### config.mk
export PLATFORM = sky130hd
export DESIGN_NAME = packet_out_buffer
export DESIGN_NICKNAME = d
export VERILOG_FILES = /design/src/rtl/packet_out_buffer.sv
export SDC_FILE = /design/constraint.sdc
export NUM_CORES = 1
export LEC_CHECK = 0
export CORE_ASPECT_RATIO = 1.4
export CORE_MARGIN = 5
export CORE_UTILIZATION = 50
export DETAILED_ROUTE_END_ITERATION = 7
export HOLD_SLACK_MARGIN = 0.15
export PLACE_DENSITY = 0.71
export RECOVER_POWER = 50
export SYNTH_ARGS = -nofsm -noshare
export SYNTH_HDL_FRONTEND = slang
export SYNTH_SLANG_ARGS = --single-unit
### constraint.sdc
create_clock -name clk_host -period 9.35 [get_ports clk_host]
set_input_delay 2.805 -clock clk_host [delete_from_list [all_inputs] [get_ports clk_host]]
set_output_delay 2.805 -clock clk_host [all_outputs]
set_load 0.1 [all_outputs]
### src/rtl/packet_out_buffer.sv
// Store-and-forward packet buffer with whole-packet drop and ready/valid output.
// Optional drop counter port enabled by defining PACKET_OUT_BUFFER_DROP_CNT_EN.
//
// state | meaning
// IDLE  | waiting for a sop word
// WRITE | storing an accepted packet, not yet committed
// DROP  | discarding words of a rejected packet until eop
module packet_out_buffer #(
  parameter int WIDTH_DATA_BYTES  = 8,
  parameter int WIDTH_HDR_A_BYTES = 6,
  parameter int WIDTH_HDR_B_BYTES = 4,
  parameter int DEPTH_WORDS       = 16,
  parameter int DEPTH_PKTS        = 4
) (
  input  logic                            clk_host,
  input  logic                            rst_n,
  input  logic                            bus_in_valid,
  input  logic                            bus_in_sop,
  input  logic                            bus_in_eop,
  input  logic [WIDTH_DATA_BYTES-1:0]     bus_in_byteen,
  input  logic [WIDTH_DATA_BYTES*8-1:0]   bus_in_data,
  input  logic [WIDTH_HDR_A_BYTES*8-1:0]  headerA,
  input  logic [WIDTH_HDR_B_BYTES*8-1:0]  headerB,
  input  logic                            bus_out_ready,
  output logic                            bus_out_valid,
  output logic                            bus_out_sop,
  output logic                            bus_out_eop,
  output logic [WIDTH_DATA_BYTES-1:0]     bus_out_byteen,
  output logic [WIDTH_DATA_BYTES*8-1:0]   bus_out_data,
  output logic [WIDTH_HDR_A_BYTES*8-1:0]  bus_out_headerA,
  output logic [WIDTH_HDR_B_BYTES*8-1:0]  bus_out_headerB
`ifdef PACKET_OUT_BUFFER_DROP_CNT_EN
  ,
  output logic [15:0]                     drop_cnt
`endif
);

  localparam int WDB = WIDTH_DATA_BYTES;
  localparam int DW  = WIDTH_DATA_BYTES * 8;
  localparam int HAW = WIDTH_HDR_A_BYTES * 8;
  localparam int HBW = WIDTH_HDR_B_BYTES * 8;
  localparam int AW  = $clog2(DEPTH_WORDS);
  localparam int PW  = $clog2(DEPTH_PKTS);
  localparam logic [AW:0] WPTR_ONE  = 1;
  localparam logic [AW:0] WPTR_FULL = (AW+1)'(DEPTH_WORDS);
  localparam logic [PW:0] PPTR_FULL = (PW+1)'(DEPTH_PKTS);

  typedef struct packed {
    logic           sop;
    logic           eop;
    logic [WDB-1:0] byteen;
    logic [DW-1:0]  data;
  } word_t;

  typedef enum logic [1:0] {IDLE, WRITE, DROP} wr_state_e;

  word_t              mem_q [DEPTH_WORDS];
  logic [HAW+HBW-1:0] hdr_q [DEPTH_PKTS];

  wr_state_e   state_q, state_d;
  logic [AW:0] wr_ptr_q, wr_ptr_d;
  logic [AW:0] wr_start_q, wr_start_d;
  logic [AW:0] cmt_ptr_q, cmt_ptr_d;
  logic [AW:0] rd_ptr_q, rd_ptr_d;
  logic [PW:0] hwr_ptr_q, hwr_ptr_d;
  logic [PW:0] hrd_ptr_q, hrd_ptr_d;

  logic          mem_we;
  logic [AW-1:0] mem_waddr;
  logic          hdr_push;
  logic [1:0]    drop_add;
  word_t         in_word;
  word_t         rd_word;
  logic [HAW+HBW-1:0] hdr_head;
  logic [AW:0]   used_cmt;
  logic [AW:0]   used_all;
  logic          hdr_full;
  logic          out_valid;
  logic          rd_fire;

  assign in_word  = '{sop: bus_in_sop, eop: bus_in_eop, byteen: bus_in_byteen, data: bus_in_data};
  assign used_cmt = cmt_ptr_q - rd_ptr_q;
  assign used_all = wr_ptr_q - rd_ptr_q;
  assign hdr_full = (hwr_ptr_q - hrd_ptr_q) == PPTR_FULL;

  // A sop always restarts from the committed pointer, discarding any uncommitted words.
  always_comb begin
    state_d    = state_q;
    wr_ptr_d   = wr_ptr_q;
    wr_start_d = wr_start_q;
    cmt_ptr_d  = cmt_ptr_q;
    mem_we     = 1'b0;
    mem_waddr  = wr_ptr_q[AW-1:0];
    hdr_push   = 1'b0;
    drop_add   = 2'd0;
    if (bus_in_valid) begin
      if (bus_in_sop) begin
        wr_ptr_d = cmt_ptr_q;
        if (state_q == WRITE) drop_add = 2'd1;
        if (hdr_full || (used_cmt == WPTR_FULL)) begin
          drop_add = drop_add + 2'd1;
          state_d  = bus_in_eop ? IDLE : DROP;
        end else begin
          mem_we     = 1'b1;
          mem_waddr  = cmt_ptr_q[AW-1:0];
          wr_start_d = cmt_ptr_q;
          wr_ptr_d   = cmt_ptr_q + WPTR_ONE;
          if (bus_in_eop) begin
            cmt_ptr_d = cmt_ptr_q + WPTR_ONE;
            hdr_push  = 1'b1;
            state_d   = IDLE;
          end else begin
            state_d = WRITE;
          end
        end
      end else if (state_q == WRITE) begin
        if (used_all == WPTR_FULL) begin
          wr_ptr_d = wr_start_q;
          drop_add = 2'd1;
          state_d  = bus_in_eop ? IDLE : DROP;
        end else begin
          mem_we   = 1'b1;
          wr_ptr_d = wr_ptr_q + WPTR_ONE;
          if (bus_in_eop) begin
            cmt_ptr_d = wr_ptr_q + WPTR_ONE;
            hdr_push  = 1'b1;
            state_d   = IDLE;
          end
        end
      end else if ((state_q == DROP) && bus_in_eop) begin
        state_d = IDLE;
      end
    end
  end

  assign rd_word   = mem_q[rd_ptr_q[AW-1:0]];
  assign hdr_head  = hdr_q[hrd_ptr_q[PW-1:0]];
  assign out_valid = used_cmt != '0;
  assign rd_fire   = out_valid && bus_out_ready;

  always_comb begin
    rd_ptr_d  = rd_ptr_q + {{AW{1'b0}}, rd_fire};
    hrd_ptr_d = hrd_ptr_q + {{PW{1'b0}}, rd_fire && rd_word.eop};
    hwr_ptr_d = hwr_ptr_q + {{PW{1'b0}}, hdr_push};
  end

  always_ff @(posedge clk_host or negedge rst_n) begin
    if (!rst_n) begin
      state_q    <= IDLE;
      wr_ptr_q   <= '0;
      wr_start_q <= '0;
      cmt_ptr_q  <= '0;
      rd_ptr_q   <= '0;
      hwr_ptr_q  <= '0;
      hrd_ptr_q  <= '0;
    end else begin
      state_q    <= state_d;
      wr_ptr_q   <= wr_ptr_d;
      wr_start_q <= wr_start_d;
      cmt_ptr_q  <= cmt_ptr_d;
      rd_ptr_q   <= rd_ptr_d;
      hwr_ptr_q  <= hwr_ptr_d;
      hrd_ptr_q  <= hrd_ptr_d;
    end
  end

  // Storage needs no reset: nothing is visible until a pointer says it is committed.
  always_ff @(posedge clk_host) begin
    if (mem_we) mem_q[mem_waddr] <= in_word;
    if (hdr_push) hdr_q[hwr_ptr_q[PW-1:0]] <= {headerA, headerB};
  end

  assign bus_out_valid   = out_valid;
  assign bus_out_sop     = out_valid & rd_word.sop;
  assign bus_out_eop     = out_valid & rd_word.eop;
  assign bus_out_byteen  = out_valid ? rd_word.byteen : '0;
  assign bus_out_data    = out_valid ? rd_word.data : '0;
  assign bus_out_headerA = out_valid ? hdr_head[HAW+HBW-1:HBW] : '0;
  assign bus_out_headerB = out_valid ? hdr_head[HBW-1:0] : '0;

`ifdef PACKET_OUT_BUFFER_DROP_CNT_EN
  logic [15:0] drop_cnt_q;
  logic [16:0] drop_sum;

  assign drop_sum = {1'b0, drop_cnt_q} + {15'd0, drop_add};

  always_ff @(posedge clk_host or negedge rst_n) begin
    if (!rst_n) drop_cnt_q <= '0;
    else        drop_cnt_q <= drop_sum[16] ? 16'hFFFF : drop_sum[15:0];
  end

  assign drop_cnt = drop_cnt_q;
`else
  logic unused_drop;
  assign unused_drop = ^drop_add;
`endif

endmodule
==> impl_metrics.yaml <==
status:
  outcome: "finished, violations left"
  violations: "capacitance limit, slew limit"
floorplanning:
  design.portCount: 313
  start_util: 0.5019
  fp.dieW_microns: 300.4
  die_area_sq_um: 125200
  fp-row-count: 149
  die_y_microns: 416.6
  core_sq_um: 117600
clock_network:
  root_buffer: "clkbuf_16"
  cts.sinks: 1532
  clkLatencyLatePin_ns: 0.76
  path_clk_slew_ns: 0.06
  numCtsBuffers: 143
  cts_buffer_depth: 3
  cts_setup_buffers: 0
  postCtsResizedCells: 0
  cts_tree: "yes"
  holdBufCountCts: 0
  h-tree-depth: 4
timing:
  fin_crit_sh: 0.9234
  max_freq_ghz: 0.1158
  slew_viol_final: 263
  hold_violations: 0
  tightest_slew_ns: 3.113
  finalSetupViolCount: 0
  fin_crit_ns: 8.634
  grt_setup_unrepaired: "false"
  hold_ws_ns: 0.5065
  fin_ws_ns: 0.7163
  relSlewSlack: -1.075
  fin_worst_skew_ns: 0.03523
placement:
  dpl_cell_area_sq_um: 64330
  place_congestion: 0.7577
  port_buffers: 312
  post-dp-hpwl_mm: 66.16
  pre_cts_ws_ns: 1.750
synth:
  synth_area_leaders: "edfxtp_1, mux4_2, nor2b_1"
  yosys.area.top_type_share: 0.7649
  yosys_register_bits: 1532
  synth_area_leader_cell: "edfxtp_1"
  synth_cell_types: 59
  ys_warn_count: 0
  ys_seq_area_frac: 0.7768
  synth_area_per_cell_sq_um: 23.75
  async_flop_share: 0.01828
  syn_inst: 2486
  ys.flop_type: "edfxtp_1"
  syn_nets: 2662
  synth_edf_count: 1504
  netlist_area_sq_um: 59040
setup_path:
  cp_max_fo: 78
  cp-start-kind: "flop"
  critPathCaptureType: "primary output"
  rr_worst_depth: 9
  worstSetupPathType: "flop to primary output"
  worstPathArrival_ns: 5.83
  cp.required_ns: 6.55
global_route:
  overflow: 0
  grt_pass1_wl_mm: 190.8
  grt_max_degree: 163
  grtUsageTotal: 0.2066
  grt_pass1_vias: 28810
  antenna_found_initial: 37
worst_hold_path:
  worstHoldPathCells: 1
  hold_path.class: "flop to flop"
drt:
  route.vias.total: 27230
  drc: 0
  drt-initial-drc-count: 2912
  wl_per_cell_microns: 28.31
  final_antenna_net_count: 0
  drt_wl_total_mm: 129.4
  vias_per_cell: 5.958
  firstDrtPassIters: 5
final_layout:
  ff_latch_area_sq_um: 45880
  multi_input_area_sq_um: 12640
  mostFrequentLayoutCells: "edfxtp_1, mux4_2, nor2b_1"
  fillCellCount: 8190
  final_layout_size_suffix_gt1_frac: 0.2441
  design_area_sq_um: 68890
  final_common_cell: "edfxtp_1"
  area_delta_synth_final_pct: 16.68
  finalNetCount: 3029
job:
  drv_cap: 5
## synthesized netlist by cell type (3+ instances only)
cell,instances
a21oi_1,6
a311oi_1,3
a31oi_1,4
and3_1,9
buf_1,12
buf_2,50
clkbuf_1,65
dfrtp_1,28
edfxtp_1,1504
ha_1,18
inv_1,15
mux2_2,4
mux2i_1,7
mux4_2,449
nand2_1,17
nand3_1,13
nand3b_1,3
nand4_1,6
nor2_1,30
nor2b_1,158
nor3_1,13
o21ai_0,12
xnor2_1,12
xor2_1,5
## cell families (layout without fill, tap and decap cells)
family / after synthesis / count (layout) / share of synthesized area
DFF: 1532 / 1532 / 0.7768
muxes: 460 / 460 / 0.1732
and+or+nand+nor: 263 / 263 / 0.02613
buffers and inverters: 147 / 627 / 0.01079
AOI/OAI and AO/OA: 49 / 49 / 0.006718
adders and majority gates: 18 / 18 / 0.003815
xor gates and xnor gates: 17 / 17 / 0.002522
other: 0 / 19 / 0
## per-layer routing
layer  routed length [microns]  global-route usage
met5                       133                   0
met4                      2670             0.04836
met3                      9942             0.04540
met2                     65640              0.3442
met1                     50990              0.2841
## cell type report
class,instances,share of cell area
Sequential cell,1532,0.6660
Clock buffer,179,0.05512
Clock inverter,79,0.01197
Timing Repair Buffer,353,0.05303
Antenna cell,19,0.0006902
Inverter,16,0.0009444
Tap cell,1585,0.02879
Multi-Input combinational cell,807,0.1834
## worst paths after layout
kind / slack [ns] / end / from
worst max-delay path: 0.72 / bus_out_data[51] / rd_ptr_q[3]
max in group asynchronous: 5.08 / rd_ptr_q[1] / rst_n
worst max register to register: 2.27 / mem_q[6][30] / rd_ptr_q[3]
worst min-delay path: 0.51 / hwr_ptr_q[2] / hwr_ptr_q[2]
worst min register to register: 0.51 / hwr_ptr_q[2] / hwr_ptr_q[2]
min in group asynchronous: 3.05 / hrd_ptr_q[1] / rst_n
## per-stage QoR
stage	instances	setup TNS, ns	util
after global routing	4555	0	0.5853
after floorplan	2486	-85.73	-
after detailed placement	4293	0	0.5468
after CTS	4551	0	0.5861
final	4570	0	0.5856
after global placement	4293	0	0.5468
## registers in the layout (all words and copies together), names as in the netlist
name,count
mem_q,1184
hdr_q,320
cmt_ptr_q,5
rd_ptr_q,5
wr_ptr_q,5
wr_start_q,5
hrd_ptr_q,3
hwr_ptr_q,3
state_q,2
## worst max-delay path, cell delays in order, from the launching register on
cell,delay [ns]
dfrtp_4,0.85
inv_1,0.18
ha_1,0.37
or3_2,0.48
a211oi_1,0.56
a21boi_4,0.90
buf_12,0.38
nor2b_1,0.19
clkdlybuf4s50_1,1.02
Power is not shown: default switching activity piles up to over one toggle a cycle in this logic, so the estimate is an artifact.
